### config.mk
export PLATFORM = sky130hd
export DESIGN_NAME = trap_seq
export DESIGN_NICKNAME = d
export VERILOG_FILES = /design/src/rtl/trap_seq_pkg.sv /design/src/rtl/trap_seq_status_upd.sv /design/src/rtl/trap_seq.sv
export SDC_FILE = /design/constraint.sdc
export NUM_CORES = 1
export LEC_CHECK = 0
export CAP_MARGIN = 20
export CORE_ASPECT_RATIO = 0.5
export CORE_MARGIN = 1
export CORE_UTILIZATION = 45
export DETAILED_ROUTE_END_ITERATION = 7
export MAX_ROUTING_LAYER = met4
export PLACE_DENSITY = 0.8
export SYNTH_ARGS = -nofsm -noshare
export SYNTH_HDL_FRONTEND = slang
export SYNTH_SLANG_ARGS = --single-unit
### constraint.sdc
create_clock -name clk -period 22.8 [get_ports clk]
set_clock_uncertainty 0.2 [all_clocks]
set_input_delay 4.56 -clock clk [delete_from_list [all_inputs] [get_ports clk]]
set_output_delay 4.56 -clock clk [all_outputs]
set_load 0.02 [all_outputs]
### src/rtl/trap_seq_pkg.sv
// Shared constants for the machine-mode trap sequencer: CSR addresses, cause codes,
// mstatus bit positions, FSM state encoding and trap-kind encoding.
package trap_seq_pkg;

  localparam logic [11:0] CSR_MSTATUS = 12'h300;
  localparam logic [11:0] CSR_MEPC    = 12'h341;
  localparam logic [11:0] CSR_MCAUSE  = 12'h342;

  localparam int CAUSE_ECALL_M = 11;
  localparam int CAUSE_MTI     = 7;

  localparam int MSTATUS_MIE    = 3;
  localparam int MSTATUS_MPIE   = 7;
  localparam int MSTATUS_MPP_LO = 11;
  localparam int MSTATUS_MPP_HI = 12;

  typedef enum logic [2:0] {
    ST_IDLE     = 3'd0,
    ST_W_EPC    = 3'd1,
    ST_W_CAUSE  = 3'd2,
    ST_W_STATUS = 3'd3,
    ST_REDIRECT = 3'd4
  } state_t;

  // Same ordering as the ExceptType_* codes used by CTRL.
  typedef enum logic [1:0] {
    KIND_NONE  = 2'd0,
    KIND_TIMER = 2'd1,
    KIND_ECALL = 2'd2,
    KIND_MRET  = 2'd3
  } trap_kind_t;

  function automatic logic is_interrupt(input trap_kind_t kind);
    return kind == KIND_TIMER;
  endfunction

endpackage

### src/rtl/trap_seq_status_upd.sv
// mstatus next-value calculator for trap entry and mret.
// Latency: combinational. Backpressure: none.
// Only MIE/MPIE/MPP change; every other bit passes through.
module trap_seq_status_upd
  import trap_seq_pkg::*;
#(
  parameter int XLEN = 64
) (
  input  logic [XLEN-1:0] cur_status,
  input  logic            is_mret,
  output logic [XLEN-1:0] next_status
);

  always_comb begin
    next_status = cur_status;
    if (is_mret) begin
      next_status[MSTATUS_MIE]                   = cur_status[MSTATUS_MPIE];
      next_status[MSTATUS_MPIE]                  = 1'b1;
      next_status[MSTATUS_MPP_HI:MSTATUS_MPP_LO] = 2'b00;
    end else begin
      next_status[MSTATUS_MPIE]                  = cur_status[MSTATUS_MIE];
      next_status[MSTATUS_MIE]                   = 1'b0;
      next_status[MSTATUS_MPP_HI:MSTATUS_MPP_LO] = 2'b11;
    end
  end

endmodule

### src/rtl/trap_seq.sv
// Trap sequencer: ecall/timer/mret as serial mepc, mcause, mstatus writes, then a redirect pulse.
// Latency: trap writes T+1..T+3, redirect T+4; mret write T+1, redirect T+2.
// Backpressure: stall_o holds the pipeline from the accept cycle until IDLE; events while busy are dropped.
// Optional TRAP_SEQ_VECTORED_EN enables vectored mtvec mode for interrupts.
module trap_seq
  import trap_seq_pkg::*;
#(
  parameter int XLEN   = 64,
  parameter int CSR_AW = 12
) (
  input  logic              clk,
  input  logic              rst,
  input  logic              instr_valid_i,
  input  logic              except_ecall_i,
  input  logic              except_mret_i,
  input  logic              timer_pending_i,
  input  logic              mie_mtie_i,
  input  logic [XLEN-1:0]   exceptpc_i,
  input  logic [XLEN-1:0]   mtvec_i,
  input  logic [XLEN-1:0]   mepc_i,
  input  logic [XLEN-1:0]   mstatus_i,
  output logic              csr_we_o,
  output logic [CSR_AW-1:0] csr_waddr_o,
  output logic [XLEN-1:0]   csr_wdata_o,
  output logic              stall_o,
  output logic              trap_flag_o,
  output logic [XLEN-1:0]   trap_dnpc_o,
  output logic              busy_o
);

  localparam logic [XLEN-1:0] CAUSE_TIMER_VAL = {1'b1, {(XLEN-1){1'b0}}} | XLEN'(CAUSE_MTI);
  localparam logic [XLEN-1:0] CAUSE_ECALL_VAL = XLEN'(CAUSE_ECALL_M);

  state_t          state_q, state_d;
  trap_kind_t      kind_q, acc_kind;
  logic [XLEN-1:0] pc_q, tvec_q, epc_q, status_q;
  logic [XLEN-1:0] status_nxt, trap_base, trap_target;
  logic            tint, accept;

  assign tint = timer_pending_i & mie_mtie_i & mstatus_i[MSTATUS_MIE];

  always_comb begin
    acc_kind = KIND_NONE;
    if (tint)                acc_kind = KIND_TIMER;
    else if (except_ecall_i) acc_kind = KIND_ECALL;
    else if (except_mret_i)  acc_kind = KIND_MRET;
  end

  assign accept  = (state_q == ST_IDLE) & instr_valid_i & (acc_kind != KIND_NONE);
  assign busy_o  = (state_q != ST_IDLE);
  assign stall_o = busy_o | accept;

  always_ff @(posedge clk or posedge rst) begin
    if (rst) begin
      state_q  <= ST_IDLE;
      kind_q   <= KIND_NONE;
      pc_q     <= '0;
      tvec_q   <= '0;
      epc_q    <= '0;
      status_q <= '0;
    end else begin
      state_q <= state_d;
      if (accept) begin
        kind_q   <= acc_kind;
        pc_q     <= exceptpc_i;
        tvec_q   <= mtvec_i;
        epc_q    <= mepc_i;
        status_q <= mstatus_i;
      end
    end
  end

  trap_seq_status_upd #(.XLEN(XLEN)) u_status_upd (
    .cur_status  (status_q),
    .is_mret     (kind_q == KIND_MRET),
    .next_status (status_nxt)
  );

  assign trap_base = {tvec_q[XLEN-1:2], 2'b00};

`ifdef TRAP_SEQ_VECTORED_EN
  // Vectored mode offsets interrupts by 4*cause; exceptions always land on the base.
  assign trap_target = (tvec_q[1:0] == 2'b01 && is_interrupt(kind_q))
                       ? trap_base + XLEN'(4 * CAUSE_MTI) : trap_base;
`else
  logic unused_tvec_mode;
  assign unused_tvec_mode = ^tvec_q[1:0];
  assign trap_target      = trap_base;
`endif

  always_comb begin
    state_d     = state_q;
    csr_we_o    = 1'b0;
    csr_waddr_o = '0;
    csr_wdata_o = '0;
    trap_flag_o = 1'b0;
    trap_dnpc_o = '0;
    unique case (state_q)
      ST_IDLE: begin
        if (accept) state_d = (acc_kind == KIND_MRET) ? ST_W_STATUS : ST_W_EPC;
      end
      ST_W_EPC: begin
        state_d     = ST_W_CAUSE;
        csr_we_o    = 1'b1;
        csr_waddr_o = CSR_AW'(CSR_MEPC);
        csr_wdata_o = {pc_q[XLEN-1:2], 2'b00};
      end
      ST_W_CAUSE: begin
        state_d     = ST_W_STATUS;
        csr_we_o    = 1'b1;
        csr_waddr_o = CSR_AW'(CSR_MCAUSE);
        csr_wdata_o = (kind_q == KIND_TIMER) ? CAUSE_TIMER_VAL : CAUSE_ECALL_VAL;
      end
      ST_W_STATUS: begin
        state_d     = ST_REDIRECT;
        csr_we_o    = 1'b1;
        csr_waddr_o = CSR_AW'(CSR_MSTATUS);
        csr_wdata_o = status_nxt;
      end
      ST_REDIRECT: begin
        state_d     = ST_IDLE;
        trap_flag_o = 1'b1;
        trap_dnpc_o = (kind_q == KIND_MRET) ? epc_q : trap_target;
      end
      default: state_d = ST_IDLE;
    endcase
  end

endmodule

---- After elaboration in Yosys (flattened, before gate mapping) ----
Index checks and enable logic that the tools add are counted.
operators by class
  eq/ne operators ......................... 8
  multiplexer cells ....................... 16
  bitwise logic cells ..................... 5
  reduce and logical (&&, ||, !) cells .... 4
operator list
  kind                                                                    number
  64-bit two-way mux                                                      3
  64-bit one-hot mux with 3 select lines                                  1
  10-bit one-hot mux with 3 select lines                                  1
  3-bit one-hot mux with 4 select lines                                   1
  2-bit two-way mux                                                       5
  3-bit by 2-bit equality test with 1-bit output (second input constant)  2
  1-bit bitwise AND                                                       4
  2-bit equality test (second input constant)                             2
  1-bit two-way mux                                                       4
  3-bit by 1-bit equality test with 1-bit output (second input constant)  1
  3-bit equality test (second input constant)                             1
  3-bit zero test                                                         1
  3-bit two-way mux                                                       1
  3-bit nonzero test                                                      1
  3-bit OR reduction                                                      1
  2-bit by 1-bit equality test with 1-bit output (second input constant)  1
  2-bit inequality test (second input constant)                           1
  2-bit nonzero test                                                      1
  1-bit bitwise OR                                                        1
word-level totals
  register bits ........................... 261
  output and inout bits ................... 144
  logic and storage cells ................. 39

---- Logic depth before layout (Yosys ltp) ----
  depth after elaboration ................. 7
  mapped depth ............................ 5
  depth with buffers taken out ............ 4

---- By module ----
A second synthesis with hierarchy kept.
second synthesis, totals
  cells, all modules ...................... 939
  area total of the unflattened synthesis .. 12,675.9 um^2
modules (own cells, without submodules)
  module               instances  cells an instance  area each (um^2)
  trap_seq             1          875                12,200.5
  trap_seq_status_upd  1          64                 475.5

---- Worst setup path after synthesis ----
Ideal clock, no wire load.
  kind .................................... input-to-output
  from .................................... in mstatus_i[3]
  to ...................................... out stall_o
  arrival time ............................ 5,146 ps
  setup slack ............................. 12,894 ps
  cell stages on the path ................. 2
  buffers on the path ..................... 0
  cells stage by stage .................... a311o_1 -> a21o_1
between the ends
  cells in the longest elaborated chain, start to end .. 5
RTL lines
  what                RTL line        source
  start, declared     trap_seq.sv:21  input logic [XLEN-1:0] mstatus_i,
  1-bit bitwise AND   trap_seq.sv:40  assign tint = timer_pending_i & mie_mtie_i & mstatus_i[MSTATUS_MIE];
  2-bit two-way mux   trap_seq.sv:44  if (tint) acc_kind = KIND_TIMER;
  2-bit nonzero test  trap_seq.sv:49  assign accept = (state_q == ST_IDLE) & instr_valid_i & (acc_kind != KIND_NONE);
  1-bit bitwise AND   trap_seq.sv:49
  1-bit bitwise OR    trap_seq.sv:51  assign stall_o = busy_o | accept;
  end, declared       trap_seq.sv:25  output logic stall_o,
No other way between the ends.

---- Worst setup path in the final report ----
Ends and elaborated chain as after synthesis.

==> impl_metrics.json <==
{
  "ant_nets": 0,
  "grt_setup_unrepaired": "no",
  "clock.fmax_ghz": 0.09144,
  "worst_setup_path_start_kind": "primary input",
  "via_per_inst": 5.172,
  "crit_type": "in -> out",
  "syn_area_sq_mm": 0.01128,
  "synth_area_leader_cell": "dfrtp_1",
  "cts_inserted_buffers": 24,
  "hold_viol": 0,
  "multi_input_area_sq_mm": 0.004443,
  "layout.nets": 1508,
  "endpoint_kind": "output port",
  "p_leak_nw": 6.706,
  "drt-wirelength-per-cell_um": 19.19,
  "synth_edf_count": 0,
  "drive_gt1_frac": 0.08571,
  "crit_top_cell": "clkdlybuf4s50_1",
  "drc": 0,
  "ys_seq_area_frac": 0.5655,
  "grt_pass1_vias": 8627,
  "dieArea_sq_mm": 0.02575,
  "fin_tns_setup_ns": 0,
  "grt_max_degree": 120,
  "cts_setup_buffers": 0,
  "syn_area_per_cell_sq_um": 12.85,
  "cp_cell_sequence": "clkdlybuf4s50_1, a311o_1, a21o_1, clkdlybuf4s50_1",
  "grt_remaining_overflow": 0,
  "cp.arrival_ns": 6.18,
  "clk_latency_ns": 0.52,
  "ir_drop_uv": 72.13,
  "dp_hpwl_um": 20920,
  "outcome": "finished clean",
  "reg2reg_depth": 6,
  "cts_max_level": 1,
  "critPathMaxFanout": 4,
  "initial_core_util": 0.4648,
  "path_clk_slew_ns": 0.06,
  "register_area_sq_mm": 0.006381,
  "synth-async-reset-ratio": 1.000,
  "grt_pass1_wl_um": 47460,
  "cp.required_ns": 18.04,
  "synthCells": 878,
  "core-area_sq_mm": 0.02427,
  "vias": 8259,
  "setup_violations": 0,
  "routed_wirelength_um": 30650,
  "place_congestion": 0.8825,
  "cts_sinks": 255,
  "n_fill_cell": 1810,
  "slowest_delay_ns": 0.56,
  "synthFlopType": "dfrtp_1",
  "rows": 40,
  "dp_worst_setup_slack_ns": 11.87,
  "ys_warn_count": 0,
  "final_core_util": 0.6655,
  "cts_root_buffer": "clkbuf_16",
  "cts_hold_repair.buffers": 0,
  "synth_most_common_cell": "dfrtp_1",
  "yosys-top-cells-count": "dfrtp_1, mux2_1, nand2_1",
  "cts_resized": 0,
  "drtIter0Drc": 527,
  "yosys.area.top_type_share": 0.5655,
  "slowest_stage": "clkdlybuf4s50_1",
  "worstMarginPinSlew_ns": 0.8844,
  "die_w_um": 225.9,
  "hold-worst-slack_ns": 0.2822,
  "slew_headroom": 0.4021,
  "drt_pass1_iterations": 4,
  "clk_path_buf_depth": 3,
  "yosys-top-cells-area": "dfrtp_1, mux2_1, mux2_2, a22o_1, nand2_1",
  "antenna_found_initial": 1,
  "min_period_ns": 10.94,
  "area_delta_synth_final_pct": 43.17,
  "p_per_area_mw_per_mm2": 129.8,
  "finalMaxSlewViolations": 0,
  "hold_start": "pc_q[25]",
  "post-route-period-util": 0.4797,
  "crit_start": "mstatus_i[3]",
  "max_cap_violations": 0,
  "tritoncts": "built",
  "ios": 407,
  "ys_ff_latch": 255,
  "hp-class": "reg -> reg",
  "ys_types": 36,
  "grt_usage": 0.2441,
  "setup_ws_ns": 11.86,
  "holdPathStages": 1,
  "r2r-start": "state_q[0]",
  "die_h_um": 114.0,
  "port_buffers": 393
}
-- registers in the layout, indices dropped and copies added (netlist names) --
signal / cells
state_q: 3
status_q: 62
tvec_q: 62
epc_q: 64
kind_q: 2
pc_q: 62
-- placed cells by master, fill, tap and decap left out, types with 2 or more instances in the layout --
master / instances
clkbuf_8: 8
a21oi_1: 69
buf_16: 2
clkdlybuf4s50_1: 393
a22o_1: 58
mux2_1: 198
mux2_2: 52
o21ai_0: 3
buf_4: 10
nand2b_1: 2
o22ai_1: 2
nor2_1: 7
inv_1: 5
clkbuf_1: 6
clkbuf_16: 25
and3_1: 3
conb_1: 7
nand2_1: 129
nand2_2: 2
dfrtp_1: 255
-- path summary, 6_finish.rpt --
kind                              end  slack [ns]
setup / recovery              stall_o       11.86
max in group asynchronous    pc_q[61]       16.71
setup reg to reg           tvec_q[21]       19.49
min in group asynchronous  tvec_q[12]        4.43
hold / removal               pc_q[25]        0.28
hold reg to reg              pc_q[25]        0.28
-- area by class of cell --
class | count | area share
diodes | 1 | 0.0001549
clock buffers | 39 | 0.04694
clock inverters | 2 | 0.002169
inverters | 6 | 0.001859
multi-input cells | 552 | 0.2750
flip-flops and latches | 255 | 0.3950
well taps | 336 | 0.02602
repair buffers | 406 | 0.2528
-- cell families after synthesis --
kind of cell / after synthesis / synth area share
flops: 255 / 0.5655
mux: 250 / 0.2495
simple gates: 155 / 0.05700
compound gates: 139 / 0.08306
buf+inv: 77 / 0.04380
xor+xnor: 1 / 0.0007764
other cells: 1 / 0.0003323
-- power by group --
group          internal [mW]  switching, mW  total, mW  leakage [nW]
clock                  0.237          0.169      0.406         0.391
combinational          0.440          0.440      0.880          3.29
sequential             0.685          0.125      0.810          3.02
-- routing by layer --
layer	part of all wire	global-route usage	up-vias
li1	-	-	3815
met1	0.41	0.2933	4198
met2	0.53	0.4219	187
met3	0.037	0.03812	59
met4	0.029	0.08209	0
met5	0	-	-
-- worst max-delay path: cells and delay by family --
family	cells	cell delay, ns
buffers and inverters	2	1.04
AOI/OAI and AO/OA	2	0.57
-- through the flow --
step	instances	cell area, sq um	power [mW]
CTS	1593	16080	2.110
finish	1597	16150	2.097
global route	1597	16150	2.220
detailed placement	1552	15280	1.693
floorplan	884	11310	1.359
global placement	1552	15280	1.652
Power figures use the tool's default switching activity.
